===== src/rtl/irq_pkg.sv =====
// Shared definitions for the interrupt priority controller: the controller
// state encoding and the default source count / nesting depth.
package irq_pkg;

    // Default number of interrupt sources.
    localparam int IRQ_NUM_SRC_DEF    = 16;
    // Default depth of the in-service stack (used when nesting is built in).
    localparam int IRQ_NEST_DEPTH_DEF = 4;

    // Controller states.
    typedef enum logic [1:0] {
        ST_IDLE    = 2'd0,
        ST_REQ     = 2'd1,
        ST_SERVICE = 2'd2
    } irq_state_t;

endpackage


===== src/rtl/irq_prio_enc.sv =====
// Lowest-index priority encoder. Index 0 is the highest priority. The valid
// output is high when any request bit is set.
module irq_prio_enc
    import irq_pkg::*;
#(
    parameter int NUM_SRC = IRQ_NUM_SRC_DEF,
    parameter int IDX_W   = $clog2(NUM_SRC)
) (
    input  logic [NUM_SRC-1:0] req,
    output logic               valid,
    output logic [IDX_W-1:0]   idx
);

    // Scan from the top down so the lowest set index is the last one written.
    always_comb begin
        // NOTE: every output gets a value before the loop so no path leaves
        // it unassigned, which would otherwise infer a latch.
        valid = 1'b0;
        idx   = '0;
        for (int i = NUM_SRC - 1; i >= 0; i--) begin
            if (req[i]) begin
                valid = 1'b1;
                idx   = IDX_W'(i);
            end
        end
    end

endmodule


===== src/rtl/irq_priority_ctrl.sv =====
// Interrupt priority controller.
//
// Rising edges on HARDWARE lines latch into the pending register
// (Interrupt_Register). The lowest-index pending source that is enabled in
// MASK wins arbitration. A small FSM raises IRQ_REQ for the winner, and on
// IRQ_ACK latches the index, clears that pending bit, pulses EPCWrite and
// enters service until IRQ_DONE.
//
// Build option: define IRQ_NESTING_EN to enable nested interrupts. A winner
// whose index is below the one currently in service then raises a new
// request while in service. Acknowledged indices are kept on an in-service
// stack of NEST_DEPTH entries. Without the macro there is no stack, and no
// request is raised while in service.
module irq_priority_ctrl
    import irq_pkg::*;
#(
    parameter int NUM_SRC    = IRQ_NUM_SRC_DEF,
    parameter int IDX_W      = $clog2(NUM_SRC),
    parameter int NEST_DEPTH = IRQ_NEST_DEPTH_DEF
) (
    input  logic               CLK,
    input  logic               RESET,
    input  logic [NUM_SRC-1:0] HARDWARE,
    input  logic               IRQ_EN,
    input  logic               MASK_WE,
    input  logic [NUM_SRC-1:0] MASK_WDATA,
    input  logic               CLR_EN,
    input  logic [IDX_W-1:0]   CLR_SELECT,
    input  logic               IRQ_ACK,
    input  logic               IRQ_DONE,
    output logic               IRQ_REQ,
    output logic [IDX_W-1:0]   IRQ_IDX,
    output logic               EPCWrite,
    output logic [NUM_SRC-1:0] Interrupt_Register,
    output logic [NUM_SRC-1:0] MASK,
    output logic               in_service
);

    // Reject parameter sets that the index and shift logic cannot represent.
    if (NUM_SRC < 2 || NUM_SRC > 32 || NEST_DEPTH < 1 || IDX_W < $clog2(NUM_SRC)) begin : g_param_check
        $error("irq_priority_ctrl: unsupported NUM_SRC / IDX_W / NEST_DEPTH");
    end

    // A single set bit at position 0, shifted to build one-hot clear masks.
    // A shift past the top bit yields zero, so an out-of-range CLR_SELECT
    // clears nothing.
    localparam logic [NUM_SRC-1:0] ONE_HOT0 = NUM_SRC'(1);

    irq_state_t         state;
    logic [NUM_SRC-1:0] hw_prev;
    logic [NUM_SRC-1:0] hw_edge;
    logic [NUM_SRC-1:0] enabled_src;
    logic [NUM_SRC-1:0] clr_mask;
    logic               win_valid;
    logic [IDX_W-1:0]   win_idx;
    logic               ack_take;
    logic               eligible;

    assign hw_edge     = HARDWARE & ~hw_prev;
    assign enabled_src = Interrupt_Register & MASK;
    assign ack_take    = (state == ST_REQ) && IRQ_ACK;

    // Software clear and acknowledge clear. A new edge on the same bit in
    // the same cycle overrides both, so an edge is never lost.
    assign clr_mask = (CLR_EN   ? (ONE_HOT0 << CLR_SELECT) : '0)
                    | (ack_take ? (ONE_HOT0 << IRQ_IDX)    : '0);

    irq_prio_enc #(
        .NUM_SRC (NUM_SRC),
        .IDX_W   (IDX_W)
    ) u_prio_enc (
        .req   (enabled_src),
        .valid (win_valid),
        .idx   (win_idx)
    );

`ifdef IRQ_NESTING_EN
    localparam int DEPTH_W = $clog2(NEST_DEPTH + 1);

    logic [IDX_W-1:0]   nest_stack [NEST_DEPTH];
    logic [DEPTH_W-1:0] nest_depth;
    logic [IDX_W-1:0]   nest_top;
    logic [IDX_W-1:0]   nest_below;
    logic               nest_full;
    logic               preempt_ok;

    // Read the top-of-stack entry and the entry beneath it.
    always_comb begin
        nest_top   = '0;
        nest_below = '0;
        for (int i = 0; i < NEST_DEPTH; i++) begin
            if (nest_depth == DEPTH_W'(i + 1)) nest_top   = nest_stack[i];
            if (nest_depth == DEPTH_W'(i + 2)) nest_below = nest_stack[i];
        end
    end

    assign nest_full  = (nest_depth == DEPTH_W'(NEST_DEPTH));
    assign preempt_ok = (nest_depth == '0) || (!nest_full && (win_idx < nest_top));
    assign eligible   = IRQ_EN && win_valid && preempt_ok;

    // Push the acknowledged index onto the in-service stack.
    // NOTE: the stack storage has no reset. nest_depth alone says which
    // entries are live, so clearing the array would only cost reset routing.
    always_ff @(posedge CLK) begin
        if (ack_take) begin
            for (int i = 0; i < NEST_DEPTH; i++) begin
                if (nest_depth == DEPTH_W'(i)) nest_stack[i] <= IRQ_IDX;
            end
        end
    end
`else
    assign eligible = IRQ_EN && win_valid;
`endif

    // Edge-detect history and the pending register.
    always_ff @(posedge CLK) begin
        // NOTE: sequential state uses non-blocking assignments, so every
        // register here sees the pre-edge values of the others.
        if (RESET) begin
            hw_prev            <= '0;
            Interrupt_Register <= '0;
        end else begin
            hw_prev            <= HARDWARE;
            Interrupt_Register <= (Interrupt_Register & ~clr_mask) | hw_edge;
        end
    end

    // Mask register. Writing it never touches the pending bits.
    always_ff @(posedge CLK) begin
        if (RESET) begin
            MASK <= '0;
        end else if (MASK_WE) begin
            MASK <= MASK_WDATA;
        end
    end

    // Request / acknowledge / service FSM with registered outputs.
    always_ff @(posedge CLK) begin
        if (RESET) begin
            state      <= ST_IDLE;
            IRQ_REQ    <= 1'b0;
            IRQ_IDX    <= '0;
            EPCWrite   <= 1'b0;
            in_service <= 1'b0;
`ifdef IRQ_NESTING_EN
            nest_depth <= '0;
`endif
        end else begin
            EPCWrite <= 1'b0;
            case (state)
                ST_IDLE: begin
                    if (eligible) begin
                        state   <= ST_REQ;
                        IRQ_REQ <= 1'b1;
                        IRQ_IDX <= win_idx;
                    end
                end

                ST_REQ: begin
                    if (IRQ_ACK) begin
                        state      <= ST_SERVICE;
                        IRQ_REQ    <= 1'b0;
                        EPCWrite   <= 1'b1;
                        in_service <= 1'b1;
`ifdef IRQ_NESTING_EN
                        nest_depth <= nest_depth + DEPTH_W'(1);
`endif
                    end else if (eligible) begin
                        IRQ_IDX <= win_idx;
                    end else begin
                        IRQ_REQ <= 1'b0;
`ifdef IRQ_NESTING_EN
                        // A withdrawn preemption falls back to the
                        // interrupt that was already in service.
                        if (nest_depth != '0) begin
                            state      <= ST_SERVICE;
                            in_service <= 1'b1;
                            IRQ_IDX    <= nest_top;
                        end else begin
                            state <= ST_IDLE;
                        end
`else
                        state <= ST_IDLE;
`endif
                    end
                end

                ST_SERVICE: begin
`ifdef IRQ_NESTING_EN
                    if (IRQ_DONE) begin
                        nest_depth <= nest_depth - DEPTH_W'(1);
                        if (nest_depth == DEPTH_W'(1)) begin
                            state      <= ST_IDLE;
                            in_service <= 1'b0;
                        end else begin
                            IRQ_IDX <= nest_below;
                        end
                    end else if (eligible) begin
                        state      <= ST_REQ;
                        IRQ_REQ    <= 1'b1;
                        in_service <= 1'b0;
                        IRQ_IDX    <= win_idx;
                    end
`else
                    if (IRQ_DONE) begin
                        state      <= ST_IDLE;
                        in_service <= 1'b0;
                    end
`endif
                end

                default: begin
                    state <= ST_IDLE;
                end
            endcase
        end
    end

endmodule

===== config.mk =====
export PLATFORM = sky130hd
export DESIGN_NAME = irq_priority_ctrl
export DESIGN_NICKNAME = d
export VERILOG_FILES = /design/src/rtl/irq_pkg.sv /design/src/rtl/irq_prio_enc.sv /design/src/rtl/irq_priority_ctrl.sv
export SDC_FILE = /design/constraint.sdc
export NUM_CORES = 1
export LEC_CHECK = 0
export BUFFER_PORTS_ARGS = -buffer_cell sky130_fd_sc_hd__buf_2
export CAP_MARGIN = 20
export CORE_MARGIN = 4
export CORE_UTILIZATION = 50
export CTS_CLUSTER_DIAMETER = 150
export CTS_CLUSTER_SIZE = 20
export DETAILED_ROUTE_END_ITERATION = 16
export GPL_ROUTABILITY_DRIVEN = 0
export GPL_TIMING_DRIVEN = 0
export PLACE_DENSITY = 0.81
export REMOVE_ABC_BUFFERS = 1
export SLEW_MARGIN = 20
export SYNTH_ARGS = -nofsm -noshare
export SYNTH_HDL_FRONTEND = slang
export SYNTH_HIERARCHICAL = 1
export SYNTH_SLANG_ARGS = --single-unit

===== constraint.sdc =====
create_clock -name CLK -period 2 [get_ports CLK]
set_input_delay 0.5 -clock CLK [delete_from_list [all_inputs] [get_ports CLK]]
set_output_delay 0.5 -clock CLK [all_outputs]
set_load 0.05 [all_outputs]

# [After elaboration in Yosys (flattened, before gate mapping)]
# Index checks and enable logic that the tools add are counted.
[word_totals] register_bits=57 in_bits=43 output_inout_bits=39 elab_cells=85
[op_classes] eq_ne=7 n_shift=2 muxes=50 n_bitwise=8 reduce_logical=10
[op_table] operator="4-bit 2-to-1 mux" n=18
[op_table] operator="16-bit bitwise AND" n=3
[op_table] operator="16-bit 2-to-1 mux" n=2
[op_table] operator="16-bit NOT" n=2
[op_table] operator="16-bit OR" n=2
[op_table] operator="1-bit by 4-bit << shifter with 16-bit output (first input constant)" n=2
[op_table] operator="1-bit 2-to-1 mux" n=22
[op_table] operator="3-bit AND reduction" n=3
[op_table] operator="2-bit 2-to-1 mux" n=4
[op_table] operator="2-bit != test (second input constant)" n=4
[op_table] operator="4-bit case mux with 2 select lines" n=1
[op_table] operator="2-bit case mux with 3 select lines" n=1
[op_table] operator="1-bit case mux with 2 select lines" n=2
[op_table] operator="2-bit nonzero test" n=2
[op_table] operator="3-bit != test (second input constant)" n=1
[op_table] operator="2-bit by 1-bit == test with 1-bit output (second input constant)" n=1
[op_table] operator="2-bit == test (second input constant)" n=1
[op_table] operator="1-bit logical AND" n=2
[op_table] operator="2-bit logical NOT" n=1
[op_table] operator="2-bit AND reduction" n=1
[op_table] operator="2-bit OR reduction" n=1
[op_table] operator="1-bit NOT" n=1

# [Depth between registers and ports, before layout]
[depth] ltp_word=21 mapped_depth=7 depth_no_buf=7

# [Modules after synthesis]
# The synthesis kept the hierarchy.
[modules_own_cells] mod="irq_priority_ctrl" instances=1 cells_each=239 area_per_inst_um2=2293.4 seq_area_each_um2=1141.1
[modules_own_cells] mod="irq_prio_enc" instances=1 cells_each=33 area_per_inst_um2=178.9 seq_area_each_um2=0.0

# [Worst setup path after synthesis]
# No wires, ideal clock.
[synth_path] path_kind="reg-to-reg" start="register Interrupt_Register[10]" end="register IRQ_REQ" setup_time_ps=122 arrival_ps=1742 required_ps=1878 setup_slack_ps=136 stages_incl_launch_ff=8 n_path_buf=0 period_less_slack_ps=1864 cell_sequence="dfxtp_1 > and2_1 > nor4_2 > and3_1 > nand4_1 > and3b_1 > o21bai_1 > a21oi_1"
[synth_via] elab_chain_len=15 word_cells_on_any_way=16 classes_between="eq/ne (2); mux (11); bitwise (1); reduce/logical (2)"
[synth_rtl] element="from (decl)" line="irq_priority_ctrl.sv:34" rtl="output logic [NUM_SRC-1:0] Interrupt_Register,"
[synth_rtl] element="from (signal assigned)" line="irq_priority_ctrl.sv:124" rtl="Interrupt_Register <= (Interrupt_Register & ~clr_mask) | hw_edge;"
[synth_rtl] element="16-bit bitwise AND (*)" line="irq_priority_ctrl.sv:60" rtl="assign enabled_src = Interrupt_Register & MASK;"
[synth_rtl] element="net enabled_src[10]" line="irq_priority_ctrl.sv:52" rtl="logic [NUM_SRC-1:0] enabled_src;"
[synth_rtl] element="1-bit 2-to-1 mux (*) (11 in a row)" line="irq_prio_enc.sv:21" rtl="if (req[i]) begin"
[synth_rtl] element="net win_valid" line="irq_priority_ctrl.sv:54" rtl="logic win_valid;"
[synth_rtl] element="1-bit logical AND (*)" line="irq_priority_ctrl.sv:112" rtl="assign eligible = IRQ_EN && win_valid;"
[synth_rtl] element="3-bit != test (no source line) / 2-bit != test (equally long branches)"
[synth_rtl] element="3-bit AND reduction (no source line) (*)"
[synth_rtl] element="to (signal assigned)" line="irq_priority_ctrl.sv:141" rtl="IRQ_REQ <= 1'b0;"
[synth_rtl] element="to (signal assigned)" line="irq_priority_ctrl.sv:154" rtl="IRQ_REQ <= 1'b1;"
[synth_rtl] element="to (signal assigned)" line="irq_priority_ctrl.sv:162" rtl="IRQ_REQ <= 1'b0;"
[synth_rtl] element="to (decl)" line="irq_priority_ctrl.sv:31" rtl="output logic IRQ_REQ,"
# Mark *: on every way through the listed nets, which the timed path passes. The rest lies on a longest branch.
# A chain may end at the register's enable or synchronous reset.

# [Worst setup path in the final report]
# Ends and elaborated chain as after synthesis.

==> reports/summary.txt <==
Post-CTS Setup Inserts - 0
Initial Util - 52.00%
final setup vio count - 0
Worst Setup End Kind - flop
largest net degree at the start of global routing - 43
clock latency on the worst-skew pair - 0.34 ns
placed instance area - 2908 um^2
port buffer count - 81
Switching Share - 30.70%
Placed Cells - 410
Core Area - 4755 um^2
total track usage - 21.38%
worst-path maximum fanout - 5
Main synth FF type - dfxtp_1
LEAKAGE - 1.384 nW
Arr. time, crit path - 2.07 ns
Yosys reg bits - 57
Peak Freq - 532.4 MHz
total gr overflow - 0
Via-to-Cell Ratio - 5.348
HP Class - in2reg
status - finished, final reports clean
vias in the first global route - 2251
initial antenna violation count - 0
Power Total - 0.002932 W
# H-tree levels - 3
Max Buffers Root-to-Sink - 2
drt drc - 0
drt first pass iters - 5
Die W - 78.32 um
Max Cap Viol - 0
routed length per instance - 14.42 um
Worst IR Drop VDD - 0.0004707 V
CP startpoint kind - flop
P_int - 0.002032 W
Worst Path Required - 2.19 ns
Final ANT Viol Nets - 0
Yosys cell types - 36
synth warn - 6
Initial DRC Count - 159
hpwl dp - 4.651 mm
DIE HEIGHT - 78.32 um
CTS tree - built
Sequential Power Share - 44.0%
Worst Setup Path Type - reg2reg
Post-CTS Hold Fix Bufs - 0
Nets - 397
Clock Tree Root - clkbuf_8
clock sink total - 57
CTS buffer count - 9
cells resized by post-CTS repair - 0
layout cell share with drive strength beyond 1 - 28.21%
Clk pwr share - 36.1%
final setup margin - 0.1219 ns
ANT cells - 0
DP Worst Slack - -0.009793 ns
final std cell area, no fill - 3103 um^2
global-route wire length before repair - 10.14 mm
Logic pwr share - 20.0%
post-layout min period - 1.878 ns
DIE AREA - 6134 um^2
Syn Inst Count - 272
Pins Over Slew Limit - 0
Finished Layout Cells - 425
Seq/Total Area, Yosys - 46.15%
Syn Area/Cell - 9.090 um^2
Final Hold Vio Count - 0
P_sw - 0.0009001 W
Synth Cell Area - 2472 um^2
clk slew on worst S/H paths - 0.06 ns
# rows - 25
commonest non-fill, non-tap cell in the layout - buf_2
Post-synth ARST share - 0%
Power per Cell Area - 944.9 nW/um^2
RSZ-0062 raised after global routing - false
relative slew slack - 51.23%
Fin Clk Skew - 0.008098 ns
Period Utilization, post-route - 93.91%
routed vias - 2273
top-level I/O count - 82
number of synthesized flops with an enable pin - 0
Worst Tran Pin Value - 0.7315 ns
Final Routed Wirelength - 6.130 mm
most frequent cells in the layout - buf_2, dfxtp_1, nor2_1
Area growth syn-to-layout - 25.51%
## final cells by class
cell class	instances	area [um^2]
tap	67	83.83
inverter	21	78.83
clock buffer	12	155.1
clock inverter	3	40.04
timing repair buffer	81	405.4
fill	426	1652
multi-input combinational	184	1199
sequential	57	1141
## synth_stat cells (2+ instances only)
cell type,n,share of area (%)
dfxtp_1,57,46
nor2_1,25,3.8
inv_1,21,3.2
mux2i_1,17,6.9
and2_1,16,4.0
nor3_1,16,3.2
o2bb2ai_1,16,5.7
nor2b_1,13,3.3
o211ai_1,12,3.6
a21oi_1,10,2.0
nand2_1,8,1.2
buf_2,7,1.4
nand3_1,7,1.4
o21ai_0,7,1.4
nand2b_1,5,1.3
nand3b_1,4,1.2
nor4_1,4,1.0
and2b_1,3,0.91
o311ai_0,3,1.1
and3b_1,2,0.71
buf_4,2,0.61
nor4_2,2,1.0
o21bai_1,2,0.61
## routing by layer
metal / vias up / global-route usage [%] / share of wire [%]
li1: 1126 / - / -
met5: - / 0 / 0
met3: 8 / 7.110 / 6.5
met2: 79 / 37.59 / 49
met4: 0 / 7.867 / 1.4
met1: 1060 / 23.96 / 43
## power groups by stage
| stage | combinational (W) | sequential (W) | clock, W |
|---|---|---|---|
| global route | 0.000631 | 0.00130 | 0.00113 |
| floorplan | 0.000193 | 0.00151 | 0 |
| CTS | 0.000587 | 0.00129 | 0.00108 |
| global placement | 0.000575 | 0.00131 | 0 |
| detailed placement | 0.000585 | 0.00131 | 0 |
| finish | 0.000585 | 0.00129 | 0.00106 |
## registers in the layout, summed over array words and instances, names as in the netlist
| signal | flops |
|---|---|
| EPCWrite | 1 |
| IRQ_IDX | 4 |
| IRQ_REQ | 1 |
| Interrupt_Register | 16 |
| MASK | 16 |
| hw_prev | 16 |
| in_service | 1 |
| state | 2 |
## logic make-up (layout without fill, tap and decap cells)
group / after synthesis / in the layout / synth area share, %
DFF: 57 / 57 / 46.15
and+or+nand+nor: 112 / 112 / 25.25
AOI/OAI and AO/OA: 55 / 55 / 16.35
muxes: 17 / 17 / 6.882
buffers and inverters: 31 / 117 / 5.364
## critical path, stage by stage (launching register included)
cell and delay [ns]:
dfxtp_1 0.32, and2_1 0.20, nor4_2 0.32, and3_1 0.25
nand4_1 0.16, and3b_1 0.27, o21bai_1 0.14, a21oi_1 0.07
## path summary, 6_finish.rpt
check | start | endpoint | slack (ns) | cells after the start
worst max-delay path | Interrupt_Register[10]$_SDFF_PP0_ | IRQ_REQ$_SDFFE_PP0P_ | 0.12 | 7
worst min-delay path | HARDWARE[3] | hw_prev[3]$_SDFF_PP0_ | 0.39 | 2
worst max register to register | Interrupt_Register[10]$_SDFF_PP0_ | IRQ_REQ$_SDFFE_PP0P_ | 0.12 | 7
worst min register to register | hw_prev[10]$_SDFF_PP0_ | Interrupt_Register[10]$_SDFF_PP0_ | 0.46 | 2
## per-stage QoR
| step | utilization [%] | hold WS [ns] | TNS (ns) |
|---|---|---|---|
| 2_1_floorplan | - | 0.4364 | 0 |
| 3_3_place_gp | 61.16 | 0.4376 | 0 |
| 3_5_place_dp | 61.16 | 0.4446 | -0.009793 |
| 4_1_cts | 65.26 | 0.3862 | 0 |
| 5_1_grt | 65.26 | 0.3852 | 0 |
| 6_report | 65.26 | 0.3933 | 0 |
Power figures use the tool's default switching activity.
